$ cat config.mk
export PLATFORM = sky130hd
export DESIGN_NAME = i2s_mic_array_sequencer
export DESIGN_NICKNAME = d
export VERILOG_FILES = /design/src/rtl/i2s_mic_array_sequencer.sv
export SDC_FILE = /design/constraint.sdc
export NUM_CORES = 1
export LEC_CHECK = 0
export ABC_AREA = 1
export CAP_MARGIN = 40
export CORE_ASPECT_RATIO = 0.75
export CORE_MARGIN = 2
export CORE_UTILIZATION = 40
export DETAILED_ROUTE_END_ITERATION = 10
export GPL_TIMING_DRIVEN = 0
export PLACE_DENSITY = 0.68
export SLEW_MARGIN = 40
export SYNTH_ARGS = -nofsm -noshare
export SYNTH_HDL_FRONTEND = slang
export SYNTH_SLANG_ARGS = --single-unit
$ cat constraint.sdc
create_clock -name M_AXIS_ACLK -period 2 [get_ports M_AXIS_ACLK]
set_clock_uncertainty 0.2 [all_clocks]
set_input_delay 0.6 -clock M_AXIS_ACLK [delete_from_list [all_inputs] [get_ports M_AXIS_ACLK]]
set_output_delay 0.6 -clock M_AXIS_ACLK [all_outputs]
set_load 0.005 [all_outputs]
$ cat src/rtl/i2s_mic_array_sequencer.sv
// I2S bit/word clock master for a bank of receivers. It snapshots every receiver
// once per ws frame and serialises the snapshot onto an AXI4-Stream master.
`timescale 1ns/1ps
module i2s_mic_array_sequencer #(
    parameter int DATA_WIDTH    = 32,
    parameter int NUM_MICS      = 4,
    parameter int SCK_DIV       = 8,
    parameter int SLOT_BITS     = 32,
    parameter int CAPTURE_DELAY = 4
) (
    input  logic                           M_AXIS_ACLK,
    input  logic                           M_AXIS_ARESETN,
    input  logic                           enable,
    output logic                           sck,
    output logic                           ws,
    input  logic [NUM_MICS*DATA_WIDTH-1:0] mic_left,
    input  logic [NUM_MICS*DATA_WIDTH-1:0] mic_right,
    output logic                           M_AXIS_TVALID,
    output logic [DATA_WIDTH-1:0]          M_AXIS_TDATA,
    output logic                           M_AXIS_TLAST,
    input  logic                           M_AXIS_TREADY,
    output logic                           overrun,
    output logic [15:0]                    frame_count
);
    localparam int NUM_WORDS = 2 * NUM_MICS;
    localparam int IDX_W     = $clog2(NUM_WORDS);
    localparam int DIV_W     = $clog2(SCK_DIV);
    localparam int BIT_W     = $clog2(SLOT_BITS);
    localparam int RISE_W    = $clog2(CAPTURE_DELAY);

    localparam logic [DIV_W-1:0]  DIV_LAST  = DIV_W'(SCK_DIV - 1);
    localparam logic [BIT_W-1:0]  BIT_LAST  = BIT_W'(SLOT_BITS - 1);
    localparam logic [RISE_W-1:0] RISE_LAST = RISE_W'(CAPTURE_DELAY - 1);
    localparam logic [IDX_W-1:0]  IDX_LAST  = IDX_W'(NUM_WORDS - 1);

    typedef enum logic [0:0] {
        ST_WAIT,
        ST_SEND
    } state_t;

    state_t                          state;
    state_t                          next_state;
    logic [DIV_W-1:0]                div_cnt;
    logic [BIT_W-1:0]                bit_cnt;
    logic [RISE_W-1:0]               rise_cnt;
    logic                            armed;
    logic                            enable_q;
    logic [IDX_W-1:0]                index;
    logic [NUM_WORDS*DATA_WIDTH-1:0] snap;
    logic [NUM_WORDS*DATA_WIDTH-1:0] frame_words;

    logic div_tc;
    logic rise_evt;
    logic fall_evt;
    logic slot_end;
    logic capture_pt;
    logic sending;
    logic beat;
    logic last_word;

    assign div_tc     = enable && (div_cnt == DIV_LAST);
    assign rise_evt   = div_tc && !sck;
    assign fall_evt   = div_tc && sck;
    assign slot_end   = fall_evt && (bit_cnt == BIT_LAST);
    assign capture_pt = rise_evt && armed && (rise_cnt == RISE_LAST);
    assign sending    = (state == ST_SEND);
    assign beat       = sending && M_AXIS_TREADY;
    assign last_word  = (index == IDX_LAST);

    // Dropping enable parks sck/ws low regardless of phase, so a restart is always clean.
    always_ff @(posedge M_AXIS_ACLK or negedge M_AXIS_ARESETN) begin
        if (!M_AXIS_ARESETN) begin
            div_cnt <= '0;
            bit_cnt <= '0;
            sck     <= 1'b0;
            ws      <= 1'b0;
        end else if (!enable) begin
            div_cnt <= '0;
            bit_cnt <= '0;
            sck     <= 1'b0;
            ws      <= 1'b0;
        end else begin
            if (div_tc) begin
                div_cnt <= '0;
                sck     <= ~sck;
            end else begin
                div_cnt <= div_cnt + DIV_W'(1);
            end
            if (fall_evt) begin
                if (bit_cnt == BIT_LAST) begin
                    bit_cnt <= '0;
                    ws      <= ~ws;
                end else begin
                    bit_cnt <= bit_cnt + BIT_W'(1);
                end
            end
        end
    end

    // Arms only on a ws 1->0 edge, so the first left slot after enable never captures.
    always_ff @(posedge M_AXIS_ACLK or negedge M_AXIS_ARESETN) begin
        if (!M_AXIS_ARESETN) begin
            armed    <= 1'b0;
            rise_cnt <= '0;
        end else if (!enable) begin
            armed    <= 1'b0;
            rise_cnt <= '0;
        end else if (slot_end && ws) begin
            armed    <= 1'b1;
            rise_cnt <= '0;
        end else if (capture_pt) begin
            armed    <= 1'b0;
        end else if (rise_evt && armed) begin
            rise_cnt <= rise_cnt + RISE_W'(1);
        end
    end

    always_comb begin
        frame_words = '0;
        for (int k = 0; k < NUM_MICS; k++) begin
            frame_words[(2*k)*DATA_WIDTH +: DATA_WIDTH]   = mic_left[k*DATA_WIDTH +: DATA_WIDTH];
            frame_words[(2*k+1)*DATA_WIDTH +: DATA_WIDTH] = mic_right[k*DATA_WIDTH +: DATA_WIDTH];
        end
    end

    always_ff @(posedge M_AXIS_ACLK or negedge M_AXIS_ARESETN) begin
        if (!M_AXIS_ARESETN) begin
            state <= ST_WAIT;
        end else begin
            state <= next_state;
        end
    end

    always_comb begin
        next_state    = state;
        M_AXIS_TVALID = 1'b0;
        M_AXIS_TDATA  = '0;
        M_AXIS_TLAST  = 1'b0;
        case (state)
            ST_WAIT: begin
                if (capture_pt) begin
                    next_state = ST_SEND;
                end
            end
            ST_SEND: begin
                M_AXIS_TVALID = 1'b1;
                M_AXIS_TDATA  = snap[int'(index)*DATA_WIDTH +: DATA_WIDTH];
                M_AXIS_TLAST  = last_word;
                if (beat && last_word) begin
                    next_state = ST_WAIT;
                end
            end
            default: next_state = ST_WAIT;
        endcase
    end

    // The snapshot is only written from WAIT; a capture point during SEND leaves it intact.
    always_ff @(posedge M_AXIS_ACLK or negedge M_AXIS_ARESETN) begin
        if (!M_AXIS_ARESETN) begin
            snap        <= '0;
            index       <= '0;
            frame_count <= '0;
        end else if (state == ST_WAIT) begin
            if (capture_pt) begin
                snap  <= frame_words;
                index <= '0;
            end
        end else if (beat) begin
            if (last_word) begin
                index       <= '0;
                frame_count <= frame_count + 16'd1;
            end else begin
                index <= index + IDX_W'(1);
            end
        end
    end

    // Set has priority over the enable-rise clear.
    always_ff @(posedge M_AXIS_ACLK or negedge M_AXIS_ARESETN) begin
        if (!M_AXIS_ARESETN) begin
            enable_q <= 1'b0;
            overrun  <= 1'b0;
        end else begin
            enable_q <= enable;
            if (sending && capture_pt) begin
                overrun <= 1'b1;
            end else if (enable && !enable_q) begin
                overrun <= 1'b0;
            end
        end
    end

endmodule

==> out/summary.md <==
The run finished, with violations left. The final reports fail on negative setup slack. Worst hold-check path type: reg2reg. The clock network burns 28.1% of the power.

The average instance area after synthesis works out to 7.57 um^2. From synthesis to final layout, the design area changed by 69.0%. The relative contribution of sequential cells to total power is 27.1%. The number of sinks driven by the clock tree came out at 291.

Counting every net in the synthesized netlist gives 2140. The floorplan has 59 rows. For the total detailed-routing wirelength, the log shows 59000 um.

In this run, placement finished with an instance count of 2645. The time the worst path needs with I/O delays and setup works out to 3.02 ns. The net count of the finished layout is 2601. Dividing the detail-routed via count by the number of cells gives 5.22.

The worst setup path is of the reg2out kind. The die is 221 um wide. Clock latency on the worst-skew pair, taken at its later pin, is 0.58 ns.

Counting flops and latches in the post-synthesis netlist gives 291. Derived from the worst setup path, the maximum achievable clock frequency is 0.331 GHz. The sum of negative setup slack was -95.78 ns.

The internal power of the cells totals 14.0 mW. Counting flops with a built-in enable in the synthesized netlist gives 0. The H-tree level count came out at 1.

Total global routing overflow: 0. Setup repair after global routing could not meet its margin everywhere. For the post-synthesis cell count, the log shows 1872. The tools report the number of warnings printed during yosys synthesis as 0. Cells with a size suffix above 1 make up 37.0% of the layout. In this design, the stage delay of the slowest critical-path cell is 0.40 ns.

For this run, design rule violations remaining after detail routing come to 0. The die outline height came out at 167 um. The element type at the critical path start is a register. Input and output buffers added on the ports amount to 312. The count of nets left with antenna violations after detail routing was 0. TritonCTS built the clock tree. The signal on the critical path passes through buf_6 -> buf_16 -> buf_12 -> nor2_2 -> nor2_1 -> o21ai_1 -> nand3_1 -> nand2_2 -> nor2_2 -> clkdlybuf4s15_1. The largest buffer count on any clock path is 3, and the length of the first detailed-routing pass in iterations is 7. The most numerous cell on the critical path is sky130_fd_sc_hd__nor2_2. Sequential cells were found to cover 51.4% of the synthesized design area.

Among all stages on the critical path, the largest delay is contributed by sky130_fd_sc_hd__dfrtp_2. The total of endpoints with negative setup slack in the final report is 305, and the count of placed standard cells in the final layout, fillers left out is 2813. The number of slew-limit violations in the final report was 0; the share of flip-flops with an asynchronous set or reset after synthesis was 100%. The distinct cell type count after synthesis is 24. The logs give -1.02 ns for the least setup slack across all paths after layout and 34800 um^2 for the area of the placeable core.

At the end of routability-driven placement, the weighted congestion stood at 0.883. At the pin with the least slew margin, the transition time is 0.735 ns. The run gives 3 as the initial antenna violation count.

The total standard cell area after synthesis was 14200 um^2; the power per cell area was 930 nW/um^2. Net switching is 37.4% of the power. For this design the total switching power over the nets is 8.34 mW. STA classifies the critical path endpoint as an output pin. In this run, CTS created clock tree buffers numbering 31. Max-cap violations in this run came to 0. After detailed routing, the average wire length per cell comes to 21.0 um. Across every metal layer, demand over resource in global routing totals 29.0%. The floorplan step defined a die boundary enclosing 37000 um^2.

Combinational logic burns 44.7% of the power. In this run the tightest slew margin relative to its limit is 51.0%. The first-iteration detailed-routing DRC count is 1244. The number of global-route vias before repair is 14400.

The leakage power of the design is 11.9 nW. The top flip-flop cell by instance count after synthesis was sky130_fd_sc_hd__dfrtp_1. The run gives 82800 um as the wire length of the first global-routing pass. Of all nets on the critical path, the largest fanout is 10. In the finished design, the share of the clock period the worst path needs comes to 151%.

STA puts the critical path data arrival time at 2.22 ns. Entering global routing, the biggest net connects 73 pins. The tree is rooted in a sky130_fd_sc_hd__clkbuf_16.

0 antenna diodes ended up in the layout. The tools report the total count of hold-check failures in the final report as 0. Detailed routing inserted a total of 14700 vias. Once the floorplan was initialized, standard cells occupied 40.8% of the core. The completed layout was analyzed and its total power is 22.3 mW. Number of placed I/O pins: 313. VDD sags by at most 0.000685 V.

The utilization of the core after routing is 68.9%. The tools report the post-detailed-placement half-perimeter wirelength as 38000 um. The clock transition at the registers of the reported paths is 0.06 ns. For the worst setup path, the data required time is 1.20 ns.
-- registers in the layout, summed over array words and instances (netlist names) --
name and cells:
bit_cnt 5, armed 1, ws 1, sending 1, enable_q 1, overrun 1, frame_count 16, rise_cnt 2
div_cnt 3, snap 256, index 3, sck 1
-- critical path: cells and delay by family, from the launching register on --
family                 cells  cell delay [ns]
and+or+nand+nor            5             0.47
DFF                        1             0.40
AOI/OAI and AO/OA          1             0.09
buffers and inverters      4             0.67
-- power by group through the flow --
stage | combinational, mW | clock [mW] | sequential [mW]
after floorplan | 3.71 | 0 | 6.12
after global placement | 7.14 | 0 | 6.15
after detailed placement | 7.20 | 0 | 6.14
after CTS | 9.07 | 6.28 | 6.05
after global routing | 10.6 | 6.52 | 6.05
final | 9.98 | 6.27 | 6.05
-- Yosys cell counts (4+ instances only) --
master,n,area (um^2)
sky130_fd_sc_hd__nand2_1,373,1400
sky130_fd_sc_hd__nor2_1,345,1290
sky130_fd_sc_hd__dfrtp_1,291,7280
sky130_fd_sc_hd__inv_1,276,1040
sky130_fd_sc_hd__o21ai_1,240,1200
sky130_fd_sc_hd__o21ai_0,151,756
sky130_fd_sc_hd__clkbuf_1,47,176
sky130_fd_sc_hd__nand3_1,44,220
sky130_fd_sc_hd__buf_6,28,315
sky130_fd_sc_hd__buf_2,22,110
sky130_fd_sc_hd__buf_1,12,45.0
sky130_fd_sc_hd__ha_1,8,100
sky130_fd_sc_hd__a21oi_1,6,30.0
sky130_fd_sc_hd__xnor2_1,5,43.8
sky130_fd_sc_hd__xor2_1,5,43.8
sky130_fd_sc_hd__inv_2,4,15.0
-- what timing repair did --
action / in CTS / in global routing
resized for setup: 569 / 753
setup endpoints to repair: 323 / 334
pin swaps: 72 / 65
hold endpoints to repair: 38 / 0
buffers inserted: 41 / 46
hold buffers: 1 / 0
cloned: 21 / 22
-- metrics by stage --
step / area (um^2) / hold WS (ns) / setup slack, ns
after floorplan: 14200 / 0.104 / 0.000848
after global placement: 17900 / 0.226 / -12.55
after detailed placement: 18000 / 0.223 / -1.26
after CTS: 21000 / 0.245 / -1.01
after global routing: 24000 / 0.299 / -1.09
final: 24000 / 0.298 / -1.02
-- cell families after synthesis --
family,Yosys count,share of synthesized area (%)
buf+inv,389,12.0
compound gates,400,14.2
fa+ha+maj,8,0.706
simple gates,774,21.2
xor+xnor,10,0.618
flops,291,51.4
-- final timing paths --
path	slack (ns)	cells past startpoint	endpoint	startpoint
min	0.30	2	snap[46]	snap[46]
max reg2reg	-0.31	14	snap[44]	div_cnt[0]
min reg2reg	0.30	2	snap[46]	snap[46]
max in group asynchronous	0.32	4	frame_count[13]	M_AXIS_ARESETN
max	-1.02	10	M_AXIS_TDATA[8]	index[0]
min in group asynchronous	0.31	2	snap[170]	M_AXIS_ARESETN
-- metal layers --
layer / vias to the layer above / track usage [%] / part of all wire, %
met4: 4 / 8.49 / 3.3
met3: 114 / 5.77 / 7.6
li1: 6735 / - / -
met5: - / 0 / 0.042
met1: 7232 / 41.1 / 43
met2: 612 / 45.3 / 46
-- cell usage in the layout (no fill, tap or decap), drive strengths merged --
cell,count
bufinv,5
nand3,47
dlygate4sd3,1
buf,200
nand2,374
nor2,345
o21ai,391
o31ai,1
dfrtp,291
xor2,5
nand3b,1
xnor2,5
a21oi,6
clkinv,4
ha,8
dlymetal6s2s,15
clkbuf,105
nor3,3
inv,281
clkinvlp,3
a22o,2
or2,1
clkdlybuf4s50,258
nand4,3
clkdlybuf4s15,1
-- layout make-up --
type	count	area [um^2]
fill	2615	10800
clock buffer	43	881
tap	457	572
buffer	104	1330
inverter	280	1080
multi-input combinational	1192	7690
sequential	291	7300
timing repair buffer	433	4920
clock inverter	13	201
Note: power is estimated with default switching activity, not from simulation.
